File: src/rtl/keypad_scan_fifo.sv
// Matrix keypad front end: one-hot column scan, two-flop row sync, single-key
// press/release debounce and a small key-code FIFO with a valid/ready consumer port.
module keypad_scan_fifo #(
    parameter int unsigned N_COLS         = 4,
    parameter int unsigned N_ROWS         = 4,
    parameter int unsigned SCAN_DIV       = 8,
    parameter int unsigned DEBOUNCE_SCANS = 3,
    parameter int unsigned FIFO_DEPTH     = 4,
    parameter int unsigned CODE_W         = $clog2(N_ROWS * N_COLS)
) (
    input  logic                          clk,
    input  logic                          rst,
    output logic [N_COLS-1:0]             col,
    input  logic [N_ROWS-1:0]             fil,
    output logic [CODE_W-1:0]             key_code,
    output logic                          key_valid,
    input  logic                          key_ready,
    output logic [$clog2(FIFO_DEPTH):0]   fifo_level,
    output logic                          overflow
);

    localparam int unsigned COL_W = $clog2(N_COLS);
    localparam int unsigned ROW_W = (N_ROWS > 1) ? $clog2(N_ROWS) : 1;
    localparam int unsigned DW_W  = $clog2(SCAN_DIV);
    localparam int unsigned CNT_W = $clog2(DEBOUNCE_SCANS + 1);
    localparam int unsigned PTR_W = $clog2(FIFO_DEPTH);
    localparam int unsigned LVL_W = PTR_W + 1;

    typedef enum logic [1:0] {StIdle, StConfirm, StHeld} state_t;

    logic [DW_W-1:0]   r_dwell;
    logic [N_COLS-1:0] r_col;
    logic [COL_W-1:0]  r_col_idx;
    logic [N_ROWS-1:0] r_sync1;
    logic [N_ROWS-1:0] r_sync2;
    state_t            r_state;
    logic [CNT_W-1:0]  r_cnt;
    logic [COL_W-1:0]  r_cap_col;
    logic [ROW_W-1:0]  r_cap_row;
    logic [CODE_W-1:0] r_mem [FIFO_DEPTH];
    logic [PTR_W-1:0]  r_wr;
    logic [PTR_W-1:0]  r_rd;
    logic [LVL_W-1:0]  r_level;
    logic              r_key_valid;
    logic              r_overflow;

    logic              w_sample;
    logic              w_on_cap;
    logic              w_cap_hit;
    logic [ROW_W-1:0]  w_low_row;
    logic [CNT_W-1:0]  w_cnt_inc;
    logic              w_cnt_done;
    logic              w_push;
    logic [CODE_W-1:0] w_push_code;
    logic              w_pop;
    logic              w_full;
    logic              w_wr_en;
    logic [LVL_W-1:0]  w_level_next;

    function automatic logic [CODE_W-1:0] f_code(input logic [ROW_W-1:0] row,
                                                 input logic [COL_W-1:0] c);
        return CODE_W'(32'(row) * N_COLS + 32'(c));
    endfunction

    assign col        = r_col;
    assign key_code   = r_mem[r_rd];
    assign key_valid  = r_key_valid;
    assign fifo_level = r_level;
    assign overflow   = r_overflow;

    always_ff @(posedge clk) begin
        if (rst) begin
            r_dwell   <= '0;
            r_col     <= N_COLS'(1);
            r_col_idx <= '0;
            r_sync1   <= '0;
            r_sync2   <= '0;
        end else begin
            r_sync1 <= fil;
            r_sync2 <= r_sync1;
            if (r_dwell == DW_W'(SCAN_DIV - 1)) begin
                r_dwell   <= '0;
                r_col     <= {r_col[N_COLS-2:0], r_col[N_COLS-1]};
                r_col_idx <= (r_col_idx == COL_W'(N_COLS - 1)) ? '0 : r_col_idx + COL_W'(1);
            end else begin
                r_dwell <= r_dwell + DW_W'(1);
            end
        end
    end

    assign w_sample   = (r_dwell == DW_W'(SCAN_DIV - 1));
    assign w_on_cap   = w_sample && (r_col_idx == r_cap_col);
    assign w_cap_hit  = r_sync2[r_cap_row];
    assign w_cnt_inc  = r_cnt + CNT_W'(1);
    assign w_cnt_done = (w_cnt_inc >= CNT_W'(DEBOUNCE_SCANS));

    // Lowest pressed row wins when several rows are active in one column.
    always_comb begin
        w_low_row = '0;
        for (int i = N_ROWS - 1; i >= 0; i--) begin
            if (r_sync2[i]) w_low_row = ROW_W'(i);
        end
    end

    always_comb begin
        w_push      = 1'b0;
        w_push_code = f_code(r_cap_row, r_cap_col);
        if (w_sample) begin
            unique case (r_state)
                StIdle: begin
                    if ((r_sync2 != '0) && (DEBOUNCE_SCANS == 1)) begin
                        w_push      = 1'b1;
                        w_push_code = f_code(w_low_row, r_col_idx);
                    end
                end
                StConfirm: w_push = w_on_cap && w_cap_hit && w_cnt_done;
                default:   w_push = 1'b0;
            endcase
        end
    end

    always_ff @(posedge clk) begin
        if (rst) begin
            r_state   <= StIdle;
            r_cnt     <= '0;
            r_cap_col <= '0;
            r_cap_row <= '0;
        end else if (w_sample) begin
            unique case (r_state)
                StIdle: begin
                    if (r_sync2 != '0) begin
                        r_cap_col <= r_col_idx;
                        r_cap_row <= w_low_row;
                        if (DEBOUNCE_SCANS == 1) begin
                            r_state <= StHeld;
                            r_cnt   <= '0;
                        end else begin
                            r_state <= StConfirm;
                            r_cnt   <= CNT_W'(1);
                        end
                    end
                end
                StConfirm: begin
                    if (w_on_cap) begin
                        if (!w_cap_hit) begin
                            r_state <= StIdle;
                            r_cnt   <= '0;
                        end else if (w_cnt_done) begin
                            r_state <= StHeld;
                            r_cnt   <= '0;
                        end else begin
                            r_cnt <= w_cnt_inc;
                        end
                    end
                end
                StHeld: begin
                    // Any pressed sample restarts the release count.
                    if (w_on_cap) begin
                        if (w_cap_hit) begin
                            r_cnt <= '0;
                        end else if (w_cnt_done) begin
                            r_state <= StIdle;
                            r_cnt   <= '0;
                        end else begin
                            r_cnt <= w_cnt_inc;
                        end
                    end
                end
                default: begin
                    r_state <= StIdle;
                    r_cnt   <= '0;
                end
            endcase
        end
    end

    assign w_pop   = r_key_valid && key_ready;
    assign w_full  = (r_level == LVL_W'(FIFO_DEPTH));
    assign w_wr_en = w_push && (!w_full || w_pop);

    always_comb begin
        w_level_next = r_level;
        if (w_wr_en && !w_pop) begin
            w_level_next = r_level + LVL_W'(1);
        end else if (!w_wr_en && w_pop) begin
            w_level_next = r_level - LVL_W'(1);
        end
    end

    always_ff @(posedge clk) begin
        if (rst) begin
            for (int i = 0; i < FIFO_DEPTH; i++) r_mem[i] <= '0;
            r_wr        <= '0;
            r_rd        <= '0;
            r_level     <= '0;
            r_key_valid <= 1'b0;
            r_overflow  <= 1'b0;
        end else begin
            if (w_wr_en) begin
                r_mem[r_wr] <= w_push_code;
                r_wr        <= r_wr + PTR_W'(1);
            end
            if (w_pop) r_rd <= r_rd + PTR_W'(1);
            r_level     <= w_level_next;
            r_key_valid <= (w_level_next != '0);
            if (w_push && w_full && !w_pop) r_overflow <= 1'b1;
        end
    end

endmodule

File: config.mk
export PLATFORM = sky130hd
export DESIGN_NAME = keypad_scan_fifo
export DESIGN_NICKNAME = d
export VERILOG_FILES = /design/src/rtl/keypad_scan_fifo.sv
export SDC_FILE = /design/constraint.sdc
export NUM_CORES = 1
export LEC_CHECK = 0
export ABC_AREA = 1
export CAP_MARGIN = 0
export CORE_ASPECT_RATIO = 0.9
export CORE_UTILIZATION = 39
export CTS_CLUSTER_DIAMETER = 40
export DETAILED_ROUTE_END_ITERATION = 6
export MAX_ROUTING_LAYER = met4
export SYNTH_ARGS = -nofsm -noshare
export SYNTH_HDL_FRONTEND = slang
export SYNTH_SLANG_ARGS = --single-unit
File: constraint.sdc
create_clock -name clk -period 3.95 [get_ports clk]
set_clock_uncertainty 0.05 [all_clocks]
set_input_delay 0.395 -clock clk [delete_from_list [all_inputs] [get_ports clk]]
set_output_delay 0.395 -clock clk [all_outputs]
set_load 0.01 [all_outputs]
==> impl_results.md <==
- Outcome: completed
- Final WL: 3980 um
- Actual slew at the worst max-slew pin: 0.563 ns
- CP max stage cell: o21ai_0
- GR Util All Layers: 0.145
- Most common flop cell mapped by yosys: dfxtp_1
- TritonRoute pass-1 iters: 4
- Nets@finish: 306
- Clk pin slew, worst setup/hold paths: 0.09 ns
- Final ANT Viol Nets: 0
- Leakage: 1.11 nW
- CTS Hold Bufs: 0
- Peak supply drop: 0.194 mV
- HPWL Detailed: 2960 um
- CP Launch Type: register
- Core footprint: 0.00573 mm2
- Worst hold path class: reg2reg
- Hold_ws: 0.359 ns
- Synth Warn #: 0
- Post-synth EDFFs: 16
- Number of synthesized register bits: 52
- Die H: 75.3 um
- Arrival time worst endpoint: 2.40 ns
- Worst Path Max Fanout: 11
- Synth top area cells: dfxtp_1 (31%), edfxtp_1 (21%), nor2_1 (7.2%), nand2_1 (5.8%), inv_1 (5.6%)
- Mapped Avg Cell Area: 8.54 um2
- Unrepaired setup endpoints after global routing: false
- H-tree Lvls: 2
- Seq/Total Area, Yosys: 0.515
- Worst endpoint required time: 3.85 ns
- CP peak stage delay: 0.51 ns
- Post-synth top area cell: dfxtp_1
- Post-cts resize count: 0
- Top cell type's share of synthesized area: 0.309
- Via count: 1,717
- Mapped Nets: 286
- Vias in the first global route: 1,572
- Endpoints failing hold: 0
- Grt ovf: 0
- GPL Wtd Cong: 0.789
- Initial antenna violation count: 0
- Ports: 20
- Synth unique cells: 32
- Cell area after synthesis: 0.00233 mm2
- CP top delay family: simple AND/OR/NAND/NOR gates
- DR iter-0 viols: 46
- Tcrit/Tclk final: 0.632
- Area after DPL: 0.00258 mm2
- Synth top cells by count: nor2_1 (45), dfxtp_1 (36), nand2_1 (36), inv_1 (35), o21ai_0 (20)
- FMAX: 400 MHz
- Post-route DRC: 0
- Largest net degree at the start of global routing: 24
- Via-to-Cell Ratio: 4.72
- Worst setup EP type: register
- Postcts setup bufs: 0
- Setup TNS: 0 ns
- Initial Utilization: 0.407
- Fin area: 0.00269 mm2
- Pwr/cell area: 418 mW/mm2
- WP buf/inv: 1
- CP Cell Sequence: ha_1, ha_1, nand2_1, nor2_2, nand3_2, nor2_4, nand2_2, inv_2, nand3_2, o21ai_0
- Max cap viols: 0
- Most common cell in the netlist: nor2_1
- CTS Root Cell: clkbuf_8
- Total power: 1.13 mW
- CTS Buf Count: 5
- Fin. max-slew vios: 0
- Final min period: 2.50 ns
- Final setup fails: 0
- Worst skew pair latency: 0.30 ns
- DIE WIDTH: 83.5 um
- Site Rows: 26
- CTS tree: built
- Die ar.: 0.00629 mm2
- First-pass GRT wire length: 7010 um
- Relative slew slack: 0.623
- Synth async-reset ratio: 0
- Port Buffers: 19
- # diodes: 0
- Longest Clk Path Bufs: 2
- Setup CP Type: reg2reg
- Layout area overhead: 15.4%
- CTS sink cnt: 52
- Synthesized netlist cell count: 273
- Avg WL per Cell: 10.9 um
- Layout cells sized above 1: 0.133
==> registers in the layout, summed over array words and instances, names as in the netlist, named ones only <==
signal,count
fifo_level,3
r_mem,16
r_cap_row,2
overflow,1
r_cap_col,2
r_wr,2
r_state,2
r_cnt,2
key_valid,1
r_sync1,4
r_sync2,4
r_col_idx,2
r_dwell,3
r_rd,2
col,4
==> power breakdown <==
| group | switching (mW) | leakage (nW) | internal (mW) |
|---|---|---|---|
| registers | 0.0216 | 0.452 | 0.579 |
| logic | 0.0835 | 0.600 | 0.0817 |
| clock network | 0.172 | 0.0541 | 0.188 |
| total | 0.277 | 1.11 | 0.848 |
==> layout by cell type, fill, tap and decap left out, types with 4 or more instances in the layout <==
cell	synthesis	layout
a21oi_1	10	10
ha_1	6	6
edfxtp_1	16	16
nand3_1	13	13
inv_1	35	35
nand2_1	36	36
o22ai_1	4	4
inv_2	5	5
nand3_2	6	6
clkbuf_8	0	5
nor3_2	8	8
dfxtp_1	36	36
o21ai_0	20	20
clkdlybuf4s50_1	0	19
nor2_1	45	45
==> tightest hold or removal path, stage by stage (launching register included) <==
cell and delay, ns:
dfxtp_1 0.31, inv_1 0.04, nor2_1 0.03
==> final cells by class <==
type                            instances  area [um2]
Clock buffer                            5        68.8
Clock inverter                          3        42.5
Fill cell                             570        3040
Inverter                               41         154
Multi-Input combinational cell        173         938
Sequential cell                        52        1200
Tap cell                               70        87.6
Timing Repair Buffer                   20         198
==> cells by family (layout without fill, tap and decap cells) <==
| logic type | count (synthesis) | in the layout | share of synthesized area |
|---|---|---|---|
| buf+inv | 48 | 69 | 0.0821 |
| xor+xnor | 3 | 3 | 0.0113 |
| simple gates | 120 | 120 | 0.252 |
| flops | 52 | 52 | 0.515 |
| compound gates | 44 | 44 | 0.107 |
| fa+ha+maj | 6 | 6 | 0.0322 |
==> routing by layer <==
metal | global-route usage | vias to the layer above | wire length [um]
met5 | - | - | 0
met4 | 0.0508 | 0 | 56
met3 | 0.0293 | 5 | 111
met2 | 0.244 | 19 | 1810
met1 | 0.179 | 771 | 2010
li1 | - | 922 | -
==> metrics by stage <==
step           instances  setup slack (ns)   util
2_1_floorplan        273              1.93      -
3_3_place_gp         356              1.45  0.450
3_5_place_dp         356              1.40  0.450
4_1_cts              364              1.43  0.470
5_1_grt              364              1.22  0.470
6_report             364              1.45  0.470
==> worst paths after layout <==
kind | startpoint | end | slack, ns | cells after the start
hold reg to reg | r_sync1[1] | r_sync2[1] | 0.36 | 2
hold / removal | r_sync1[1] | r_sync2[1] | 0.36 | 2
setup / recovery | r_dwell[0] | r_mem[2][3] | 1.45 | 10
setup reg to reg | r_dwell[0] | r_mem[2][3] | 1.45 | 10
(Power assumes the default switching activity.)
